### src/rtl/cv32e40p_pc_redirect_ctrl_if.sv
// Redirect request/select bundle between the requesters, the prefetcher and the
// fetch-address redirect sequencer.
interface cv32e40p_pc_redirect_ctrl_if;
    logic        fetch_enable_i;
    logic [10:0] req_i;
    logic [4:0]  irq_id_i;
    logic        trap_user_i;
    logic        fence_done_i;
    logic        fetch_ready_i;
    logic        pc_set_o;
    logic [3:0]  pc_mux_o;
    logic [2:0]  exc_pc_mux_o;
    logic [1:0]  trap_addr_mux_o;
    logic [4:0]  irq_id_o;
    logic [10:0] grant_o;
    logic        csr_mtvec_init_o;
    logic        busy_o;

    modport slave (
        input  fetch_enable_i, req_i, irq_id_i, trap_user_i, fence_done_i, fetch_ready_i,
        output pc_set_o, pc_mux_o, exc_pc_mux_o, trap_addr_mux_o, irq_id_o, grant_o,
        csr_mtvec_init_o, busy_o
    );

    modport master (
        output fetch_enable_i, req_i, irq_id_i, trap_user_i, fence_done_i, fetch_ready_i,
        input  pc_set_o, pc_mux_o, exc_pc_mux_o, trap_addr_mux_o, irq_id_o, grant_o,
        csr_mtvec_init_o, busy_o
    );
endinterface

### src/rtl/cv32e40p_pc_redirect_ctrl.sv
// Fixed-priority redirect sequencer driving the fetch-address mux selects and pc_set
// under a valid/ready handshake; handles boot and fence.i drain.
module cv32e40p_pc_redirect_ctrl (
    input logic                       clk,
    input logic                       rst,
    cv32e40p_pc_redirect_ctrl_if.slave bus
);
    localparam logic [3:0] PC_BOOT      = 4'b0000;
    localparam logic [3:0] PC_FENCEI    = 4'b0001;
    localparam logic [3:0] PC_JUMP      = 4'b0010;
    localparam logic [3:0] PC_BRANCH    = 4'b0011;
    localparam logic [3:0] PC_EXCEPTION = 4'b0100;
    localparam logic [3:0] PC_MRET      = 4'b0101;
    localparam logic [3:0] PC_URET      = 4'b0110;
    localparam logic [3:0] PC_DRET      = 4'b0111;
    localparam logic [3:0] PC_HWLOOP    = 4'b1000;

    localparam logic [2:0] EXC_PC_EXCEPTION = 3'b000;
    localparam logic [2:0] EXC_PC_IRQ       = 3'b001;
    localparam logic [2:0] EXC_PC_DBD       = 3'b010;
    localparam logic [2:0] EXC_PC_DBE       = 3'b011;

    localparam logic [1:0] TRAP_MACHINE = 2'b00;
    localparam logic [1:0] TRAP_USER    = 2'b01;

    // Selection indices match req_i bit positions; BOOT sits outside the request vector.
    localparam logic [3:0] SEL_HWLP     = 4'd0;
    localparam logic [3:0] SEL_JUMP     = 4'd1;
    localparam logic [3:0] SEL_FENCEI   = 4'd2;
    localparam logic [3:0] SEL_BRANCH   = 4'd3;
    localparam logic [3:0] SEL_URET     = 4'd4;
    localparam logic [3:0] SEL_MRET     = 4'd5;
    localparam logic [3:0] SEL_DRET     = 4'd6;
    localparam logic [3:0] SEL_IRQ      = 4'd7;
    localparam logic [3:0] SEL_EXC      = 4'd8;
    localparam logic [3:0] SEL_DBG_EXC  = 4'd9;
    localparam logic [3:0] SEL_DBG_HALT = 4'd10;
    localparam logic [3:0] SEL_BOOT     = 4'd11;

    typedef enum logic [1:0] {BOOT_WAIT, RUN, FENCE_WAIT, ISSUE} state_t;

    state_t      state, state_nxt;
    logic [3:0]  sel;
    logic [3:0]  cand;
    logic        load;
    logic [3:0]  pc_mux_q, pc_mux_nxt;
    logic [2:0]  exc_pc_mux_q, exc_pc_mux_nxt;
    logic [1:0]  trap_addr_mux_q, trap_addr_mux_nxt;
    logic [4:0]  irq_id_q, irq_id_nxt;
    logic        accept;

    // Highest set bit wins; later loop iterations overwrite lower-priority hits.
    function automatic logic [3:0] pick(input logic [10:0] req);
        logic [3:0] idx;
        idx = 4'd0;
        for (int i = 0; i < 11; i++) begin
            if (req[i]) idx = 4'(i);
        end
        return idx;
    endfunction

    always_comb begin
        state_nxt = state;
        load      = 1'b0;
        cand      = sel;
        case (state)
            BOOT_WAIT: begin
                if (bus.fetch_enable_i) begin
                    load      = 1'b1;
                    cand      = SEL_BOOT;
                    state_nxt = ISSUE;
                end
            end
            RUN: begin
                if (|bus.req_i) begin
                    load      = 1'b1;
                    cand      = pick(bus.req_i);
                    state_nxt = (cand == SEL_FENCEI) ? FENCE_WAIT : ISSUE;
                end
            end
            FENCE_WAIT: begin
                // Debug and exceptions abandon the pending fence; it is re-requested later.
                if (|bus.req_i[10:8]) begin
                    load      = 1'b1;
                    cand      = pick({bus.req_i[10:8], 8'b0});
                    state_nxt = ISSUE;
                end else if (bus.fence_done_i) begin
                    load      = 1'b1;
                    cand      = SEL_FENCEI;
                    state_nxt = ISSUE;
                end
            end
            ISSUE: begin
                if (accept) state_nxt = RUN;
            end
            default: state_nxt = BOOT_WAIT;
        endcase
    end

    always_comb begin
        pc_mux_nxt        = PC_BOOT;
        exc_pc_mux_nxt    = EXC_PC_EXCEPTION;
        trap_addr_mux_nxt = TRAP_MACHINE;
        irq_id_nxt        = 5'd0;
        case (cand)
            SEL_DBG_HALT: begin
                pc_mux_nxt     = PC_EXCEPTION;
                exc_pc_mux_nxt = EXC_PC_DBD;
            end
            SEL_DBG_EXC: begin
                pc_mux_nxt     = PC_EXCEPTION;
                exc_pc_mux_nxt = EXC_PC_DBE;
            end
            SEL_EXC: begin
                pc_mux_nxt        = PC_EXCEPTION;
                exc_pc_mux_nxt    = EXC_PC_EXCEPTION;
                trap_addr_mux_nxt = bus.trap_user_i ? TRAP_USER : TRAP_MACHINE;
            end
            SEL_IRQ: begin
                pc_mux_nxt        = PC_EXCEPTION;
                exc_pc_mux_nxt    = EXC_PC_IRQ;
                trap_addr_mux_nxt = bus.trap_user_i ? TRAP_USER : TRAP_MACHINE;
                irq_id_nxt        = bus.irq_id_i;
            end
            SEL_DRET:   pc_mux_nxt = PC_DRET;
            SEL_MRET:   pc_mux_nxt = PC_MRET;
            SEL_URET:   pc_mux_nxt = PC_URET;
            SEL_BRANCH: pc_mux_nxt = PC_BRANCH;
            SEL_FENCEI: pc_mux_nxt = PC_FENCEI;
            SEL_JUMP:   pc_mux_nxt = PC_JUMP;
            SEL_HWLP:   pc_mux_nxt = PC_HWLOOP;
            default:    pc_mux_nxt = PC_BOOT;
        endcase
    end

    always_ff @(posedge clk) begin
        if (rst) begin
            state           <= BOOT_WAIT;
            sel             <= SEL_BOOT;
            pc_mux_q        <= PC_BOOT;
            exc_pc_mux_q    <= EXC_PC_EXCEPTION;
            trap_addr_mux_q <= TRAP_MACHINE;
            irq_id_q        <= 5'd0;
        end else begin
            state <= state_nxt;
            if (load) begin
                sel             <= cand;
                pc_mux_q        <= pc_mux_nxt;
                exc_pc_mux_q    <= exc_pc_mux_nxt;
                trap_addr_mux_q <= trap_addr_mux_nxt;
                irq_id_q        <= irq_id_nxt;
            end
        end
    end

    // A reset in the accept cycle discards the redirect, so no grant escapes.
    assign accept               = (state == ISSUE) && bus.fetch_ready_i && !rst;
    assign bus.pc_set_o         = (state == ISSUE);
    assign bus.pc_mux_o         = pc_mux_q;
    assign bus.exc_pc_mux_o     = exc_pc_mux_q;
    assign bus.trap_addr_mux_o  = trap_addr_mux_q;
    assign bus.irq_id_o         = irq_id_q;
    assign bus.grant_o          = (accept && sel != SEL_BOOT) ? (11'b1 << sel) : 11'b0;
    assign bus.csr_mtvec_init_o = accept && (sel == SEL_BOOT);
    assign bus.busy_o           = (state != RUN);
endmodule

### src/flat_wrapper.sv
// flat-port wrapper written by rule: the top's interface ports become plain ports
module cv32e40p_pc_redirect_ctrl_flat 
  (clk, rst, bus_fetch_enable_i, bus_req_i, bus_irq_id_i, bus_trap_user_i, bus_fence_done_i, bus_fetch_ready_i, bus_pc_set_o, bus_pc_mux_o, bus_exc_pc_mux_o, bus_trap_addr_mux_o, bus_irq_id_o, bus_grant_o, bus_csr_mtvec_init_o, bus_busy_o);
  cv32e40p_pc_redirect_ctrl_if bus_i ();
  input logic clk;
  input logic rst;
  input wire logic [$bits(bus_i.fetch_enable_i)-1:0] bus_fetch_enable_i;
  input wire logic [$bits(bus_i.req_i)-1:0] bus_req_i;
  input wire logic [$bits(bus_i.irq_id_i)-1:0] bus_irq_id_i;
  input wire logic [$bits(bus_i.trap_user_i)-1:0] bus_trap_user_i;
  input wire logic [$bits(bus_i.fence_done_i)-1:0] bus_fence_done_i;
  input wire logic [$bits(bus_i.fetch_ready_i)-1:0] bus_fetch_ready_i;
  output wire logic [$bits(bus_i.pc_set_o)-1:0] bus_pc_set_o;
  output wire logic [$bits(bus_i.pc_mux_o)-1:0] bus_pc_mux_o;
  output wire logic [$bits(bus_i.exc_pc_mux_o)-1:0] bus_exc_pc_mux_o;
  output wire logic [$bits(bus_i.trap_addr_mux_o)-1:0] bus_trap_addr_mux_o;
  output wire logic [$bits(bus_i.irq_id_o)-1:0] bus_irq_id_o;
  output wire logic [$bits(bus_i.grant_o)-1:0] bus_grant_o;
  output wire logic [$bits(bus_i.csr_mtvec_init_o)-1:0] bus_csr_mtvec_init_o;
  output wire logic [$bits(bus_i.busy_o)-1:0] bus_busy_o;
  assign bus_i.fetch_enable_i = bus_fetch_enable_i;
  assign bus_i.req_i = bus_req_i;
  assign bus_i.irq_id_i = bus_irq_id_i;
  assign bus_i.trap_user_i = bus_trap_user_i;
  assign bus_i.fence_done_i = bus_fence_done_i;
  assign bus_i.fetch_ready_i = bus_fetch_ready_i;
  assign bus_pc_set_o = bus_i.pc_set_o;
  assign bus_pc_mux_o = bus_i.pc_mux_o;
  assign bus_exc_pc_mux_o = bus_i.exc_pc_mux_o;
  assign bus_trap_addr_mux_o = bus_i.trap_addr_mux_o;
  assign bus_irq_id_o = bus_i.irq_id_o;
  assign bus_grant_o = bus_i.grant_o;
  assign bus_csr_mtvec_init_o = bus_i.csr_mtvec_init_o;
  assign bus_busy_o = bus_i.busy_o;
  cv32e40p_pc_redirect_ctrl u_core (.clk(clk), .rst(rst), .bus(bus_i));
endmodule
### config.mk
export PLATFORM = sky130hd
export DESIGN_NAME = cv32e40p_pc_redirect_ctrl_flat
export DESIGN_NICKNAME = d
export VERILOG_FILES = /design/src/rtl/cv32e40p_pc_redirect_ctrl_if.sv /design/src/rtl/cv32e40p_pc_redirect_ctrl.sv /design/src/flat_wrapper.sv
export SDC_FILE = /design/constraint.sdc
export NUM_CORES = 1
export LEC_CHECK = 0
export ABC_AREA = 1
export BUFFER_PORTS_ARGS = -buffer_cell sky130_fd_sc_hd__buf_4
export CELL_PAD_IN_SITES_DETAIL_PLACEMENT = 2
export CELL_PAD_IN_SITES_GLOBAL_PLACEMENT = 2
export CORE_MARGIN = 2
export CORE_UTILIZATION = 24
export DETAILED_ROUTE_END_ITERATION = 12
export PLACE_DENSITY_LB_ADDON = 0.1
export SETUP_SLACK_MARGIN = 0.02
export SLEW_MARGIN = 15
export SYNTH_ARGS = -nofsm -noshare
export SYNTH_HDL_FRONTEND = slang
export SYNTH_SLANG_ARGS = --single-unit
### constraint.sdc
create_clock -name clk -period 1.6 [get_ports clk]
set_input_delay 0 -clock clk [delete_from_list [all_inputs] [get_ports clk]]
set_output_delay 0 -clock clk [all_outputs]
set_load 0.02 [all_outputs]
==> results.rst <==
.. list-table::
   :header-rows: 1

   * - Metric
     - Value
   * - Detailed Route WL
     - 4630 um
   * - DIE AREA
     - 5890 um2
   * - Number of nets still failing antenna checks after routing
     - 0
   * - Overflow left after global routing
     - 0
   * - Cell leakage power
     - 0.00102 uW
   * - Fin crit period
     - 1610 ps
   * - Arrival @ worst endpoint
     - 1780 ps
   * - 1st-iter DRT viols
     - 40
   * - Number of top-level design ports
     - 50
   * - Async set-or-reset flop fraction in the synthesized netlist
     - 0%
   * - Placement Rows
     - 26
   * - Crit path setup slack, layout
     - -6.99 ps
   * - Worst-path maximum fanout
     - 7
   * - Number of maximum-capacitance constraint violations
     - 0
   * - Clock skew
     - 6.18 ps
   * - Residual DRC
     - 0
   * - Ant. Diodes
     - 0
   * - RSZ-0062 raised after global routing
     - true
   * - Power density of the placed cells
     - 819 nW/um2
   * - Final worst path period share
     - 100%
   * - Root buffer selected by CTS
     - clkbuf_8
   * - Effective utilization at floorplan
     - 24.9%
   * - Die X
     - 76.7 um
   * - Number of clock buffers inserted by TritonCTS
     - 3
   * - Status
     - finished, violations left
   * - Share of Yosys cell area claimed by the top area cell type
     - 28.4%
   * - Critical Path Start Type
     - register
   * - FF+latch count, synth
     - 18
   * - Worst IR drop on VDD
     - 0.383 mV
   * - Flip-flop cell with the highest count after synthesis
     - dfxtp_1
   * - Worst hold path type
     - primary input to register
   * - Layout Utilization
     - 40.8%
   * - Clock Path Buffers
     - 2
   * - Fraction of layout instances using a drive strength above 1
     - 48.9%
   * - Core region area
     - 5110 um2
   * - Count of final hold-check violations
     - 0
   * - GPL Wtd Cong
     - 0.774
   * - Clock latency at the later pin of the worst-skew pair
     - 250 ps
   * - CTS tree
     - built
   * - Height of the die
     - 76.7 um
   * - Quantity of I/O buffers inserted on ports
     - 47
   * - Average wire length per cell after detail routing
     - 13.5 um
   * - Synthesized netlist cell count
     - 204
   * - Antenna violations before repair
     - 0
   * - First-pass GRT wire length
     - 7780 um
   * - Clock transition time at the flip-flop clock pins of the worst setup and hold paths
     - 70 ps
   * - Tightest hold margin
     - 29.4 ps
   * - Cell types occupying the most area after synthesis
     - dfxtp_1 28%, nand2_1 12%, inv_1 8.3%, nor2_1 8.3%, nand3_1 7.5%
   * - Via-to-Cell Ratio
     - 4.46
   * - Number of global-route vias before repair
     - 1,645
   * - Number of enable flip-flop cells after synthesis
     - 0
   * - Fin. max-slew vios
     - 0
   * - Endpoint class of the critical path
     - register
   * - Total track usage
     - 15.9%
   * - Routed vias
     - 1,533
   * - Post-synthesis cell type with the largest combined area
     - dfxtp_1
   * - Fin nets
     - 298
   * - Post-synth cell types
     - 30
   * - Maximum number of pins on one net before global-route repair
     - 14
   * - Area of placed instances
     - 1790 um2
   * - H-tree depth
     - 1
   * - Max Clk Rate
     - 622 MHz
   * - Setup violations, final
     - 1
   * - Failing checks
     - negative setup slack
   * - Register area share after synthesis
     - 28.4%
   * - Data required time of the worst path
     - 1770 ps
   * - Mapped cell area
     - 1270 um2
   * - Design area
     - 2080 um2
   * - Worst Setup Path Type
     - register to register
   * - Post-Synthesis Mean Instance Area
     - 6.23 um2
   * - Drt first pass iters
     - 3
   * - Synthesis warning total
     - 0
   * - CTS sink cnt
     - 18
   * - Layout overhead on the synthesized area
     - 64.0%
   * - HPWL reported at the end of detailed placement
     - 3640 um
critical path, cell delays in order, from the launching register on:
cell     delay [ps]
dfxtp_4         380
inv_4            70
nand2_4          70
nor2_4          120
nand2_1          80
nand2_2         100
a21oi_4          70
nand2_2         100
nand2_4          90
nor2_4          130
nand2_1          70
nand2_2         100
inv_2            60
nor3_2          100
synth_stat cells (all sizes together), types with 2 or more instances:
master,number
nand4,3
o21ai,12
inv,34
dfxtp,18
nand3,21
a21boi,2
a21oi,8
nor3,9
nor2,34
nand2,52
buf,3
worst paths after layout:
path                                                     startpoint                                   to  slack (ps)  depth (start not counted)
worst min-delay path                                bus_irq_id_i[3]  u_core.bus.irq_id_o[3]$_SDFFE_PP0P_          30                          3
worst max register to register         u_core.state[1]$_SDFFE_PP0P_  u_core.bus.irq_id_o[0]$_SDFFE_PP0P_          -7                         13
worst max-delay path                   u_core.state[1]$_SDFFE_PP0P_  u_core.bus.irq_id_o[0]$_SDFFE_PP0P_          -7                         13
worst min register to register  u_core.bus.pc_mux_o[0]$_SDFFE_PP0P_  u_core.bus.pc_mux_o[0]$_SDFFE_PP0P_         490                          2
sequential cells by signal, indices dropped and copies added (netlist names):
signal / flops
u_core.bus.irq_id_o: 5
u_core.bus.pc_mux_o: 4
u_core.state: 2
u_core.bus.exc_pc_mux_o: 2
u_core.bus.trap_addr_mux_o: 1
u_core.sel: 4
cell families (layout without fill, tap and decap cells):
family / count (synthesis) / count (layout) / share of synthesized area [%]
AND/OR/NAND/NOR: 119 / 119 / 45.8
flip-flops: 18 / 18 / 28.4
AO/OA/AOI/OAI: 28 / 28 / 13.6
other: 1 / 2 / 0.295
buffers and inverters: 38 / 107 / 11.9
power by group:
| group | total, uW | switching [uW] | internal (uW) |
|---|---|---|---|
| Sequential | 561 | 50.7 | 511 |
| Clock | 307 | 140 | 167 |
| Combinational | 838 | 482 | 356 |
| Total | 1710 | 673 | 1030 |
cells in the final DEF, fill, tap and decap left out:
master	n
buf_4	69
nand2_1	30
inv_1	24
nor2_1	22
nand3_1	17
dfxtp_1	16
nand2_2	15
o21ai_0	10
nor2_4	8
nand2_4	7
nor3_2	7
inv_2	6
a21oi_1	6
nor2_2	4
inv_4	4
nand3_2	3
nand4_1	3
clkbuf_8	3
a21oi_4	2
nor3_1	2
o21ai_2	2
conb_1	2
dfxtp_4	2
a21boi_1	1
a21boi_4	1
nand3_4	1
a21o_1	1
o22ai_1	1
a211oi_1	1
o21bai_1	1
a31oi_1	1
o211ai_1	1
dlygate4sd3_1	1
layout make-up:
| cell class | count | area [um2] |
|---|---|---|
| Fill cell | 625 | 3020 |
| Multi-Input combinational cell | 149 | 921 |
| Timing Repair Buffer | 70 | 528 |
| Sequential cell | 18 | 368 |
| Inverter | 34 | 138 |
| Tap cell | 70 | 87.6 |
| Clock buffer | 3 | 41.3 |
per-stage QoR:
| step | setup TNS [ps] | std cells | power, uW | worst slack [ps] |
|---|---|---|---|---|
| global placement | -315 | 331 | 1240 | -83.0 |
| global route | -978 | 344 | 1840 | -133 |
| CTS | 0 | 341 | 1650 | 2.97 |
| floorplan | 0 | 205 | 965 | 50.2 |
| detailed placement | -803 | 331 | 1250 | -141 |
| finish | -6.99 | 344 | 1710 | -6.99 |
per-layer routing:
| layer | track usage [%] | part of all wire, % | vias to the layer above |
|---|---|---|---|
| li1 | - | - | 784 |
| met1 | 19.4 | 42 | 719 |
| met2 | 29.7 | 55 | 26 |
| met3 | 1.06 | 2.8 | 4 |
| met4 | 4.36 | 0.73 | 0 |
| met5 | 0 | 0 | - |
repair_timing:
action,CTS,global route
hold buffers,1,0
hold endpoints to repair,4,0
pin swaps,12,16
gates resized for setup,23,30
setup buffers,6,3
endpoints found under the setup margin,17,25
cloned,0,0
No activity file was read; power rests on OpenSTA's default activity.
